<file path="src/rtl/packet_det_sdiv_32s_16s_16_seq.sv">
// Iterative restoring signed divider, one quotient bit per clock, with ap_start/ap_done handshake.
// Quotient saturates to the 16-bit range; divide-by-zero returns a signed full-scale value.
module packet_det_sdiv_32s_16s_16_seq #(
    parameter int DIVIDEND_W = 32,
    parameter int DIVISOR_W  = 16,
    parameter int QUOT_W     = 16
) (
    input  logic                  ap_clk,
    input  logic                  ap_rst,
    input  logic                  ap_start,
    output logic                  ap_idle,
    output logic                  ap_ready,
    output logic                  ap_done,
    input  logic [DIVIDEND_W-1:0] din0,
    input  logic [DIVISOR_W-1:0]  din1,
    output logic [QUOT_W-1:0]     quot,
    output logic [QUOT_W-1:0]     rem,
    output logic                  ovf,
    output logic                  dbz
);

    localparam int CNT_W = $clog2(DIVIDEND_W);
    localparam int PR_W  = DIVISOR_W + 1;
    localparam logic [QUOT_W-1:0] Q_MAX = {1'b0, {(QUOT_W-1){1'b1}}};
    localparam logic [QUOT_W-1:0] Q_MIN = {1'b1, {(QUOT_W-1){1'b0}}};

    typedef enum logic [1:0] {
        S_IDLE = 2'd0,
        S_CALC = 2'd1,
        S_DONE = 2'd2
    } state_t;

    state_t r_state;
    state_t w_state_nx;

    logic [CNT_W-1:0]      r_cnt;
    logic [DIVIDEND_W-1:0] r_dvd;   // dividend magnitude; quotient bits shift in at the LSB
    logic [PR_W-1:0]       r_dvs;
    logic [PR_W-1:0]       r_rem;
    logic                  r_sign_q;
    logic                  r_sign_r;
    logic                  r_dbz_p;

    logic                  w_accept;
    logic [DIVIDEND_W-1:0] w_abs0;
    logic [PR_W-1:0]       w_din1_x;
    logic [PR_W-1:0]       w_abs1;
    logic [PR_W-1:0]       w_shift;
    logic                  w_ge;
    logic [PR_W-1:0]       w_rem_nx;
    logic [DIVIDEND_W-1:0] w_qmag;
    logic [QUOT_W-1:0]     w_q_lo;
    logic [QUOT_W-1:0]     w_r_lo;
    logic [QUOT_W-1:0]     w_quot_fix;
    logic [QUOT_W-1:0]     w_rem_fix;
    logic                  w_ovf_fix;
    logic                  w_unused;

    always_ff @(posedge ap_clk) begin
        if (ap_rst) begin
            r_state <= S_IDLE;
        end else begin
            r_state <= w_state_nx;
        end
    end

    always_comb begin
        w_state_nx = r_state;
        w_accept   = 1'b0;
        case (r_state)
            S_IDLE: begin
                if (ap_start) begin
                    w_accept   = 1'b1;
                    w_state_nx = S_CALC;
                end
            end
            S_CALC: begin
                if (r_cnt == '0) begin
                    w_state_nx = S_DONE;
                end
            end
            S_DONE:  w_state_nx = S_IDLE;
            default: w_state_nx = S_IDLE;
        endcase
    end

    assign ap_idle  = (r_state == S_IDLE);
    assign ap_ready = w_accept & ~ap_rst;
    assign ap_done  = (r_state == S_DONE);

    assign w_abs0   = din0[DIVIDEND_W-1] ? -din0 : din0;
    assign w_din1_x = {din1[DIVISOR_W-1], din1};
    assign w_abs1   = din1[DIVISOR_W-1] ? -w_din1_x : w_din1_x;

    assign w_shift  = {r_rem[PR_W-2:0], r_dvd[DIVIDEND_W-1]};
    assign w_ge     = (w_shift >= r_dvs);
    assign w_rem_nx = w_ge ? (w_shift - r_dvs) : w_shift;
    assign w_qmag   = {r_dvd[DIVIDEND_W-2:0], w_ge};
    assign w_q_lo   = w_qmag[QUOT_W-1:0];
    assign w_r_lo   = w_rem_nx[QUOT_W-1:0];

    // The remainder magnitude is always below the divisor magnitude, so the top bits are zero.
    assign w_unused = ^{r_rem[PR_W-1], w_rem_nx[PR_W-1:QUOT_W]};

    // Final results are formed from the last iteration so they are valid in the DONE cycle.
    always_comb begin
        w_quot_fix = r_sign_q ? -w_q_lo : w_q_lo;
        w_rem_fix  = r_sign_r ? -w_r_lo : w_r_lo;
        w_ovf_fix  = 1'b0;
        if (!r_sign_q && (w_qmag > {{(DIVIDEND_W-QUOT_W){1'b0}}, Q_MAX})) begin
            w_quot_fix = Q_MAX;
            w_ovf_fix  = 1'b1;
        end else if (r_sign_q && (w_qmag > {{(DIVIDEND_W-QUOT_W){1'b0}}, Q_MIN})) begin
            w_quot_fix = Q_MIN;
            w_ovf_fix  = 1'b1;
        end
    end

    always_ff @(posedge ap_clk) begin
        if (ap_rst) begin
            r_cnt    <= '0;
            r_dvd    <= '0;
            r_dvs    <= '0;
            r_rem    <= '0;
            r_sign_q <= 1'b0;
            r_sign_r <= 1'b0;
            r_dbz_p  <= 1'b0;
            quot     <= '0;
            rem      <= '0;
            ovf      <= 1'b0;
            dbz      <= 1'b0;
        end else if (w_accept) begin
            r_cnt    <= CNT_W'(DIVIDEND_W - 1);
            r_dvd    <= w_abs0;
            r_dvs    <= w_abs1;
            r_rem    <= '0;
            r_sign_q <= din0[DIVIDEND_W-1] ^ din1[DIVISOR_W-1];
            r_sign_r <= din0[DIVIDEND_W-1];
            r_dbz_p  <= (din1 == '0);
        end else if (r_state == S_CALC) begin
            r_dvd <= w_qmag;
            r_rem <= w_rem_nx;
            if (r_cnt != '0) begin
                r_cnt <= r_cnt - 1'b1;
            end else if (r_dbz_p) begin
                quot <= r_sign_r ? Q_MIN : Q_MAX;
                rem  <= '0;
                ovf  <= 1'b0;
                dbz  <= 1'b1;
            end else begin
                quot <= w_quot_fix;
                rem  <= w_rem_fix;
                ovf  <= w_ovf_fix;
                dbz  <= 1'b0;
            end
        end
    end

endmodule
</file>
<file path="config.mk">
export PLATFORM = sky130hd
export DESIGN_NAME = packet_det_sdiv_32s_16s_16_seq
export DESIGN_NICKNAME = d
export VERILOG_FILES = /design/src/rtl/packet_det_sdiv_32s_16s_16_seq.sv
export SDC_FILE = /design/constraint.sdc
export NUM_CORES = 1
export LEC_CHECK = 0
export CAP_MARGIN = 20
export CORE_MARGIN = 8
export CORE_UTILIZATION = 46
export DETAILED_ROUTE_END_ITERATION = 8
export PLACE_DENSITY = 0.76
export RECOVER_POWER = 100
export SLEW_MARGIN = 25
export SYNTH_ARGS = -nofsm -noshare
export SYNTH_HDL_FRONTEND = slang
export SYNTH_SLANG_ARGS = --single-unit
export TNS_END_PERCENT = 100
</file>
<file path="constraint.sdc">
create_clock -name ap_clk -period 3.6 [get_ports ap_clk]
set_input_delay 0.72 -clock ap_clk [delete_from_list [all_inputs] [get_ports ap_clk]]
set_output_delay 0.72 -clock ap_clk [all_outputs]
set_load 0.02 [all_outputs]
</file>
==> impl_metrics.csv <==
group,metric,value,unit
timing,max_freq,295,MHz
global_routing,grt_start_max_net_pins,87,
flow_run,cap_violations,0,
die,die_h,141,um
timing,slew_violations,0,
setup_path,startpoint,"r_dvs[8]$_SDFFE_PP0P_",
die,pin_count,88,
final_layout,nets,1100,
worst_hold_path,worst_hold_path_type,"flip-flop to flip-flop",
global_routing,grt_overflow,0,
synth,netlist_area,7170,um2
timing,tightest_slew,1.31,ns
setup_path,worstPathArrival,3.67,ns
final_layout,layout_commonest_cell,"nand2_1",
synth,synth_top_family_by_area,"compound AO/OA/AOI/OAI gates",
placed_design,dp_cells,1201,
status,status,"complete, no violations",
global_routing,grt.total_usage,0.189,
synth,muxShareOfSynthArea,0.0281,
synth,async_flop_share,0,
timing,fin_crit_sh,0.943,
routing,drt_first_pass_iters,5,
placed_design,post_dp_cell_area,8460,um2
power_and_ir_drop,finalPower,4.12,mW
power_and_ir_drop,vdd_drop_max,287,uV
worst_hold_path,min-delay-start,"r_dvs[16]$_SDFFE_PP0P_",
synth,synth_top_flop_cell,"dfxtp_1",
clock_network,path_clk_slew,0.07,ns
die,die_x,141,um
synth,synth_cell_types,68,
clock_network,clock-sinks,109,
clock_network,htreeDepth,3,
synth,synthesis.instances,933,
routing,drc,0,
routing,vias_per_cell,5.71,
timing,fin_ws,0.205,ns
final_layout,drive_above_1_share,0.0952,
clock_network,cts_tree,"built",
clock_network,cts_setup_buffers,0,
placed_design,hpwl,14300,um
clock_network,cts_hold_buf,0,
setup_path,r2r-start,"r_dvs[8]$_SDFFE_PP0P_",
setup_path,startpoint_type,"flip-flop",
clock_network,cts_buffers,9,
routing,drt_iter0_drc,480,
global_routing,antenna_found_initial,0,
final_layout,synthToLayoutAreaGrowth,22.3,%
worst_hold_path,worst_hold_path.endpoint,"r_dvs[16]$_SDFFE_PP0P_",
routing,wirelength,18800,um
synth,yosys.area_share.xor_xnor,0.0990,
routing,wl_met2,8590,um
placed_design,place_ws,-0.116,ns
routing,final_antenna_net_count,0,
die,dieArea,19800,um2
worst_hold_path,hold-path-cell-count,2,
final_layout,antenna_cells,0,
timing,fin_setup_tns,0,ns
setup_path,cp.required,3.88,ns
routing,num_vias,6954,
timing,whs,0.444,ns
timing,setup-violations-final,0,
final_layout,post-route-util,0.577,
final_layout,fin_cells,1217,
clock_network,clock-root-buffer,"clkbuf_16",
clock_network,clockBufferDepth,2,
routing,highest_layer,"met4",
die,start_util,0.471,
synth,synthAdderAreaFrac,0.0429,
synth,synth_enable_flop_cells,0,
routing,wl_per_cell,15.5,um
timing,finalHoldViolations,0,
global_routing,grt_pass1_wl,31300,um
setup_path,regToRegSetupSlack,0.20,ns
synth,yosysWarnings,0,
clock_network,cts_resized,0,
final_layout,fin_area,8770,um2
timing,min_period,3.40,ns
setup_path,rr_worst_depth,18,
synth,ys_seq_elements,109,
setup_path,crit_type,"flip-flop to flip-flop",
routing,route.met3.wl,846,um
timing,skew,0.0111,ns
setup_path,worstReg2RegEnd,"quot[5]$_SDFFE_PP0P_",
global_routing,grt_pass1_vias,6461,
setup_path,end_kind,"flip-flop",
timing,relSlewSlack,0.129,
setup_path,worstPathMaxFanout,5,
power_and_ir_drop,p_leak,3.30,nW
synth,syn_nets,1008,
synth,synth_compound_area_frac,0.245,
synth,synthSimpleGateAreaFrac,0.226,
power_and_ir_drop,powerDensity,470,nW/um2
synth,synth.avg_cell_area,7.68,um2
die,coreArea,15200,um2
routing,met1Wirelength,8940,um
placed_design,io_buffers,87,
synth,ys_seq_area_frac,0.304,
placed_design,gp_congestion,0.886,
die,rows,45,
clock_network,clock_latency,0.36,ns
final_layout,final_cell_mix,"nand2_1, dfxtp_1, nor2_1",
-- worst max-delay path by stage --
stage | end | cells after the start
floorplan | quot[6]$_SDFFE_PP0P_ | 18
global placement | r_dvd[28]$_SDFFE_PP0P_ | 11
detailed placement | r_dvd[28]$_SDFFE_PP0P_ | 11
CTS | quot[8]$_SDFFE_PP0P_ | 18
global route | quot[3]$_SDFFE_PP0P_ | 18
finish | quot[5]$_SDFFE_PP0P_ | 18
-- cells by family after synthesis --
family | after synthesis
buf+inv | 102
flops | 109
xor+xnor | 81
compound gates | 245
fa+ha+maj | 24
mux | 20
simple gates | 352
-- worst max-delay path, cell delays in order, from the launching register on --
cell and delay, ns:
dfxtp_1 0.33, inv_1 0.07, ha_4 0.26, a21o_1 0.21, o21bai_1 0.20, a21oi_2 0.18, nand2b_4 0.15, nand2_2 0.07
inv_2 0.07, ha_1 0.15, inv_1 0.05, or3_1 0.30, or4_4 0.44, o21ai_1 0.13, nand2b_1 0.09, a21oi_2 0.20
buf_4 0.17, o311ai_1 0.09, a31oi_1 0.17
-- cell usage after synthesis (8+ instances only) --
library cell	n	area, um2
xor2_1	25	219
a21o_1	8	60.1
a31oi_1	18	113
xnor2_1	56	490
a211oi_1	35	263
buf_1	9	33.8
nor4_1	11	68.8
o311ai_1	10	87.6
or4_1	10	75.1
o21ai_1	16	80.1
dfxtp_1	109	2180
mux2i_1	19	190
inv_1	35	131
o21ai_0	26	130
nand2_1	142	533
nand3_1	12	60.1
a21oi_1	47	235
nor2b_1	9	56.3
nor3_1	19	95.1
o41ai_1	9	78.8
nand2b_1	12	75.1
o31ai_1	13	97.6
nor2_1	102	383
a22o_1	8	70.1
or3_1	8	50.1
a311oi_1	30	263
clkbuf_1	49	184
ha_1	23	288
-- layer usage --
metal	vias to the layer above	GRT usage
met2	174	0.299
met4	0	0.0758
met3	26	0.0250
met5	-	0
met1	3221	0.255
li1	3533	-
-- state kept, by name (all words and copies together) (netlist names) --
register  flops
rem          16
ovf           1
r_dbz_p       1
dbz           1
r_sign_r      1
r_state       2
r_sign_q      1
r_dvd        32
r_rem        16
r_dvs        17
r_cnt         5
quot         16
-- cell type report --
type                    count  area, um2
repair buffers            147       1300
multi-input cells         722       4630
clock inverters             4       32.5
well taps                 188        235
inverters                  36        135
clock buffers              11        243
flip-flops and latches    109       2180
fillers                  1414       6430
-- where the power goes --
part,switching [mW],internal (mW)
registers,0.114,1.31
clock network,0.449,0.489
logic,0.991,0.770
Note: power is estimated with default switching activity, not from simulation.
